--- src/rtl/contador_pkg.sv ---
// contador_pkg: shared state encoding and default width for counter blocks
package contador_pkg;
    localparam int LARGURA_PADRAO = 4;
    typedef enum logic [1:0] {
        IDLE  = 2'd0,
        RUN   = 2'd1,
        PAUSE = 2'd2,
        DONE  = 2'd3
    } estado_t;
endpackage

--- src/rtl/gerador_tick.sv ---
// gerador_tick: prescaler that pulses tick once every DIV enabled cycles
module gerador_tick #(
    parameter int DIV = 1
) (
    input  logic clk,
    input  logic reset,
    input  logic habilita,
    input  logic limpa,
    output logic tick
);
    localparam int W = DIV > 1 ? $clog2(DIV) : 1;
    logic [W-1:0] r_pre;
    assign tick = habilita && (r_pre == W'(DIV - 1));
    // prescaler holds when disabled, wraps to 0 on tick
    always_ff @(posedge clk) begin
        if (reset || limpa)
            r_pre <= '0;
        else if (habilita)
            r_pre <= tick ? '0 : r_pre + 1'b1;
    end
endmodule

--- src/rtl/controlador_contador.sv ---
// controlador_contador: up/down run counter with pause, abort and one-cycle done pulse
module controlador_contador
    import contador_pkg::*;
#(
    parameter int LARGURA = LARGURA_PADRAO,
    parameter int DIV     = 1
) (
    input  logic               clk,
    input  logic               reset,
    input  logic               start,
    input  logic               parar,
    input  logic               pausa,
    input  logic               modo,
    input  logic [LARGURA-1:0] limite,
    output logic [LARGURA-1:0] count,
    output logic               ocupado,
    output logic               pausado,
    output logic               fim
);
    estado_t            r_estado;
    logic               r_modo;
    logic [LARGURA-1:0] r_limite;
    logic [LARGURA-1:0] r_count;
    logic               w_tick;
    logic               w_habilita;
    logic               w_limpa;
    logic [LARGURA-1:0] w_terminal;

    // prescaler only advances on a RUN edge that is not overridden by parar/pausa
    assign w_habilita = (r_estado == RUN) && !parar && !pausa;
    assign w_limpa    = (r_estado == IDLE) || (r_estado == DONE);
    assign w_terminal = r_modo ? '0 : r_limite;

    gerador_tick #(.DIV(DIV)) u_tick (
        .clk      (clk),
        .reset    (reset),
        .habilita (w_habilita),
        .limpa    (w_limpa),
        .tick     (w_tick)
    );

    // state machine and count datapath; priority reset > parar > pausa > tick
    always_ff @(posedge clk) begin
        if (reset) begin
            r_estado <= IDLE;
            r_count  <= '0;
            r_modo   <= 1'b0;
            r_limite <= '0;
        end else begin
            case (r_estado)
                IDLE, DONE: begin
                    if (start) begin
                        r_modo   <= modo;
                        r_limite <= limite;
                        r_count  <= modo ? limite : '0;
                        r_estado <= RUN;
                    end else begin
                        r_estado <= IDLE;
                    end
                end
                RUN: begin
                    if (parar)
                        r_estado <= IDLE;
                    else if (pausa)
                        r_estado <= PAUSE;
                    else if (w_tick) begin
                        if (r_count == w_terminal)
                            r_estado <= DONE;
                        else
                            r_count <= r_modo ? r_count - 1'b1 : r_count + 1'b1;
                    end
                end
                PAUSE: begin
                    if (parar)
                        r_estado <= IDLE;
                    else if (!pausa)
                        r_estado <= RUN;
                end
                default: r_estado <= IDLE;
            endcase
        end
    end

    assign count   = r_count;
    assign ocupado = (r_estado == RUN) || (r_estado == PAUSE);
    assign pausado = (r_estado == PAUSE);
    assign fim     = (r_estado == DONE);
endmodule

--- config.mk ---
export PLATFORM = sky130hd
export DESIGN_NAME = controlador_contador
export DESIGN_NICKNAME = d
export VERILOG_FILES = /design/src/rtl/contador_pkg.sv /design/src/rtl/gerador_tick.sv /design/src/rtl/controlador_contador.sv
export SDC_FILE = /design/constraint.sdc
export NUM_CORES = 1
export LEC_CHECK = 0
export BUFFER_PORTS_ARGS = -buffer_cell sky130_fd_sc_hd__buf_2
export CAP_MARGIN = 20
export CORE_MARGIN = 2
export CORE_UTILIZATION = 30
export CTS_CLUSTER_SIZE = 40
export DETAILED_ROUTE_END_ITERATION = 10
export PLACE_DENSITY = 0.53
export SYNTH_ARGS = -nofsm -noshare
export SYNTH_HDL_FRONTEND = slang
export SYNTH_SLANG_ARGS = --single-unit
--- constraint.sdc ---
create_clock -name clk -period 1.9 [get_ports clk]
set_input_delay 0.19 -clock clk [delete_from_list [all_inputs] [get_ports clk]]
set_output_delay 0.19 -clock clk [all_outputs]
set_load 0.01 [all_outputs]
==> run summary, run 1 <==
status: complete, but fails checks
violated checks: DRC
Pwr Density: 710 nW/um2
Peak VDD IR: 0.246 mV
top-count cell post-synth: nand2_1
Ports: 17
worst rel slew slack: 75.1%
EDFF count, synth: 0
Mapped Cells: 108
initial core utilization: 32.3%
WHS: 0.141 ns
Synth Net Count: 124
Worst Hold Class: primary input to flop
Post-synth top cells: nand2_1, dfxtp_1, a21oi_1
global-route wire length before repair: 3410 um
f_max: 559 MHz
CTS sink cnt: 12
proportion of netlist area held by the largest area contributor: 26.5%
MaxCap Viol Count: 0
1st-pass router iterations: 7
startpoint types: flop
clock buffer count from CTS: 3
H-tree depth: 1
layout cells sized above 1: 35.8%
vias in the first global route: 766
CTS tree: yes
warnings from Yosys: 0
async set-or-reset flop fraction in the synthesized netlist: 0%
Clock transition at path regs: 0.08 ns
sequential share of the synthesized area: 26.5%
Leak: 0.480 nW
final setup violating endpoints: 0
RSZ-0062 raised after global routing: no
Crit. End Element: flop
I/O Buffers: 16
initial antenna violation count: 0
row count: 19
Core Region: 2810 um2
mapped cell area: 907 um2
Final Cycle Share: 94.1%
Worst Tran Pin Value: 0.373 ns
Clock Skews: 0.00251 ns
Syn-to-layout area delta: 28.6%
post-synth top area cell: dfxtp_1
clk buf depth: 2
Worst EP arrival: 1.99 ns
vias: 866
largest net degree at the start of global routing: 13
ANT cells: 0
DRT Wirelength: 2240 um
Die Span X: 59.0 um
distinct cell type count after synthesis: 39
DR DRC count: 1
crit-path max FO: 7
DRT iter0 DRCs: 29
die height: 59.0 um
post-layout net count: 151
Vias/cell: 5.25
Clock Root Buffer: clkbuf_4
GRT Overall Usage: 12.9%
largest cells by area after synthesis: dfxtp_1, ha_1, nand2_1, a21oi_1, xnor2_1
Setup TNS: 0 ns
min Tclk post-route: 1.79 ns
synthesized flop and latch total: 12
syn_area_per_cell: 8.40 um2
HPWL after detailed placement: 1650 um
Worst EP required: 2.10 ns
Remaining Overflow, GRT: 0
Worst-Skew Late Latency: 0.28 ns
Final Hold Fails: 0
Main synth FF type: dfxtp_1
Setup CP Type: flop to flop
GPL Wtd Cong: 0.791
die area: 3480 um2
wire per inst: 13.6 um
Detail Route Antenna Nets: 0
pins over their slew limit: 0
## metrics by stage
stage          power (mW)  setup WS [ns]  util [%]  cells  instance area (um2)
3_3_place_gp        0.587          0.113      38.1    160                 1070
4_1_cts             0.798         0.0298      39.4    164                 1100
2_1_floorplan       0.490         0.0402         -    108                  907
3_5_place_dp        0.589         0.0643      38.1    160                 1070
6_report            0.828          0.111      41.6    165                 1170
5_1_grt             0.880         0.0126      41.6    165                 1170
## where the power goes
group / leakage (nW) / internal (mW) / total, mW / switching (mW)
Combinational: 0.360 / 0.152 / 0.318 / 0.165
Clock: 0.0210 / 0.117 / 0.211 / 0.0947
Sequential: 0.0993 / 0.274 / 0.299 / 0.0247
## logic make-up after synthesis
logic type	count (synthesis)	synth area share (%)
adder cells (fa/ha/maj)	6	9.10
flip-flops	12	26.5
buffers and inverters	13	7.86
XOR/XNOR	5	4.83
AND/OR/NAND/NOR	38	23.9
AO/OA/AOI/OAI	32	25.7
multiplexers	2	2.21
## cell usage in the layout, fill, tap and decap left out, types with 2 or more instances in the layout
cell	n
o21ai_0	3
a311oi_1	3
buf_4	9
inv_1	8
nand2_1	16
dfxtp_1	10
nor2b_1	2
clkbuf_4	3
nor4_1	2
xnor2_1	4
dfxtp_2	2
a21oi_1	10
ha_1	4
nor2_1	6
buf_2	16
nand2b_1	2
a221oi_2	2
## critical path, cell delays in order (launching register included)
cell	delay (ns)
dfxtp_2	0.34
inv_2	0.05
ha_4	0.26
mux2i_2	0.25
nor2_2	0.08
a32oi_4	0.35
a221oi_2	0.13
a311oi_1	0.24
## what timing repair did
| item | 4_1_cts | 5_1_grt |
|---|---|---|
| endpoints found under the setup margin | 0 | 4 |
| hold endpoints to repair | 0 | 0 |
| hold buffers | 0 | 0 |
| gates resized for setup | 0 | 11 |
| setup buffers | 0 | 1 |
## state kept, by name, indices dropped and copies added (netlist names)
register	cells
r_modo	1
count	4
u_tick.r_pre	1
r_limite	4
r_estado	2
## routing by layer
layer  vias up  GRT usage, %  share of wire [%]
li1        442             -                  -
met3         4          1.97                3.1
met4         0          4.87                1.2
met5         -             0                  0
met1       402          17.3                 48
met2        18          21.0                 48
## cell type report
| type | count | area [um2] |
|---|---|---|
| fill | 282 | 1640 |
| multi-input combinational | 83 | 647 |
| sequential | 12 | 243 |
| timing repair buffer | 26 | 168 |
| tap | 31 | 38.8 |
| clock buffer | 4 | 36.3 |
| inverter | 9 | 33.8 |
## worst paths after layout
check                                 start     endpoint  slack (ns)  cells past startpoint
worst min-delay path                  parar  r_estado[1]        0.14                      2
worst max register to register  r_estado[0]     count[3]        0.11                      7
worst max-delay path            r_estado[0]     count[3]        0.11                      7
worst min register to register  r_limite[3]  r_limite[3]        0.49                      2
Note: power is estimated with default switching activity, not from simulation.
==> run 2, diff against run 1 <==
--- a/config.mk
+++ b/config.mk
@@ -12,6 +12,7 @@
 export CTS_CLUSTER_SIZE = 40
 export DETAILED_ROUTE_END_ITERATION = 10
 export PLACE_DENSITY = 0.53
+export RECOVER_POWER = 25
 export SYNTH_ARGS = -nofsm -noshare
 export SYNTH_HDL_FRONTEND = slang
 export SYNTH_SLANG_ARGS = --single-unit
==> run 2 against run 1 <==
  * The flow still finishes with violations (DRC)
  * Cell count unchanged
  * Critical path depth unchanged
  * Die area unchanged
  * Sequential power about the same
  * Fmax about the same
  * Highest routed layer unchanged
  * Clock power about the same
  * Combinational power down 2%
  * Worst setup slack about the same
  * Flip-flop and latch count unchanged
  * Hold slack about the same
==> run summary, run 2 (same netlist as run 1, synthesis figures left out) <==
commonest non-fill, non-tap cell in the layout: nand2_1
Worst-Skew Late Latency: 0.28 ns (about the same)
crit-path max FO: 7 (unchanged)
GPL Wtd Cong: 0.791 (unchanged)
WHS: 0.141 ns (about the same)
worst rel slew slack: 75.1% (unchanged)
hold buffers post-CTS: 0 (unchanged)
Setup CP Type: flop to flop (unchanged)
Clock transition at path regs: 0.08 ns (about the same)
Syn-to-layout area delta: 27.9% (was 28.6%)
Worst Hold Class: primary input to flop (unchanged)
vias: 866 (unchanged)
1st-pass router iterations: 6 (was 7)
Clock Root Buffer: clkbuf_4 (unchanged)
DRT Wirelength: 2240 um (about the same)
pins over their slew limit: 0 (unchanged)
Leak: 0.468 nW (was 0.480 nW)
f_max: 559 MHz (about the same)
DR DRC count: 1 (unchanged)
status: complete, but fails checks (unchanged)
Crit. End Element: flop (unchanged)
Setup TNS: 0 ns (unchanged)
FILL cells: 285 (was 282)
most frequent cells in the layout: nand2_1, buf_2, a21oi_1, dfxtp_1 (was nand2_1, buf_2, a21oi_1, dfxtp_1, buf_4)
startpoint types: flop (unchanged)
Net Switching: 0.285 mW (about the same)
ANT cells: 0 (unchanged)
post-layout net count: 151 (unchanged)
Pwr Density: 710 nW/um2 (about the same)
Worst EP arrival: 1.99 ns (about the same)
Detail Route Antenna Nets: 0 (unchanged)
violated checks: DRC (unchanged)
combinational power share: 38.0% (was 38.4%)
clk buf depth: 2 (unchanged)
final setup violating endpoints: 0 (unchanged)
Clock power frac: 25.6% (was 25.5%)
CTS tree: yes (unchanged)
min Tclk post-route: 1.79 ns (about the same)
Die Span X: 59.0 um (unchanged)
largest net degree at the start of global routing: 13 (unchanged)
Int Power: 0.539 mW (was 0.543 mW)
Remaining Overflow, GRT: 0 (unchanged)
Core Region: 2810 um2 (unchanged)
Sw Share: 34.6% (was 34.4%)
MaxCap Viol Count: 0 (unchanged)
RSZ-0062 raised after global routing: no (unchanged)
die height: 59.0 um (unchanged)
Clock Skews: 0.00247 ns (was 0.00251 ns)
row count: 19 (unchanged)
Sequential Power Share: 36.3% (was 36.1%)
H-tree depth: 1 (unchanged)
GRT Overall Usage: 12.9% (unchanged)
initial core utilization: 32.3% (unchanged)
Final Cycle Share: 94.1% (about the same)
clock buffer count from CTS: 3 (unchanged)
HPWL after detailed placement: 1650 um (unchanged)
global-route wire length before repair: 3410 um (unchanged)
wire per inst: 13.6 um (about the same)
layout cells sized above 1: 33.6% (was 35.8%)
DRT iter0 DRCs: 35 (was 29)
initial antenna violation count: 0 (unchanged)
Ports: 17 (unchanged)
Worst Tran Pin Value: 0.373 ns (unchanged)
Peak VDD IR: 0.244 mV (was 0.246 mV)
I/O Buffers: 16 (unchanged)
Total Power: 0.824 mW (was 0.828 mW)
die area: 3480 um2 (unchanged)
Final Hold Fails: 0 (unchanged)
Worst EP required: 2.10 ns (about the same)
CTS sink cnt: 12 (unchanged)
Vias/cell: 5.25 (unchanged)
vias in the first global route: 766 (unchanged)
==> run 2: cell types whose count changed in the layout (fill, tap and decap cells not counted) <==
cell	change
clkbuf_1	+3
buf_4	-1
buf_2	-2
==> run 2: area by class of cell <==
cell class / instances / area (um2) / share of cell area (%)
multi-input combinational: 83 / 647 / 55.8
sequential: 12 / 243 / 20.9
clock buffer: 4 / 36.3 / 3.13
timing repair buffer: 26 / 161 / 13.9
tap: 31 / 38.8 / 3.34
inverter: 9 / 33.8 / 2.91
==> run 2: layer usage <==
layer	global-route usage, %	wire length [um]	vias to the layer above
met5	0	0	-
met4	4.87	27	0
met3	1.97	72	4
met2	21.0	1070	18
met1	17.3	1070	402
li1	-	-	442
==> run 2: repair_timing <==
action,CTS,global route
resized for setup,0,11
endpoints found under the setup margin,0,4
buffers inserted,0,1
==> run 2: through the flow <==
stage,cell area [um2],util (%),worst slack (ns),std cells
floorplan,907,-,0.0402,108
global placement,1070,38.1,0.113,160
detailed placement,1070,38.1,0.0643,160
CTS,1100,39.4,0.0298,164
global route,1160,41.3,0.00830,165
finish,1160,41.3,0.112,165
==> run 2: worst paths after layout <==
kind	endpoint	slack, ns	cells past startpoint	from
setup / recovery	count[3]	0.11	7	r_estado[0]
hold / removal	r_estado[1]	0.14	2	parar
setup reg to reg	count[3]	0.11	7	r_estado[0]
hold reg to reg	r_limite[3]	0.49	2	r_limite[3]
==> run 2: power by group through the flow <==
stage,clock network (mW),logic (mW),registers (mW)
after floorplan,0,0.179,0.311
after global placement,0,0.284,0.303
after detailed placement,0,0.285,0.304
after CTS,0.212,0.287,0.298
after global routing,0.228,0.344,0.304
final,0.211,0.313,0.299
==> run 2: worst max-delay path, cell delays in order (launching register included) <==
cell and delay, ns:
dfxtp_2 0.34, inv_2 0.05, ha_4 0.26, mux2i_2 0.25, nor2_2 0.08, a32oi_4 0.35, a221oi_2 0.13, a311oi_1 0.24
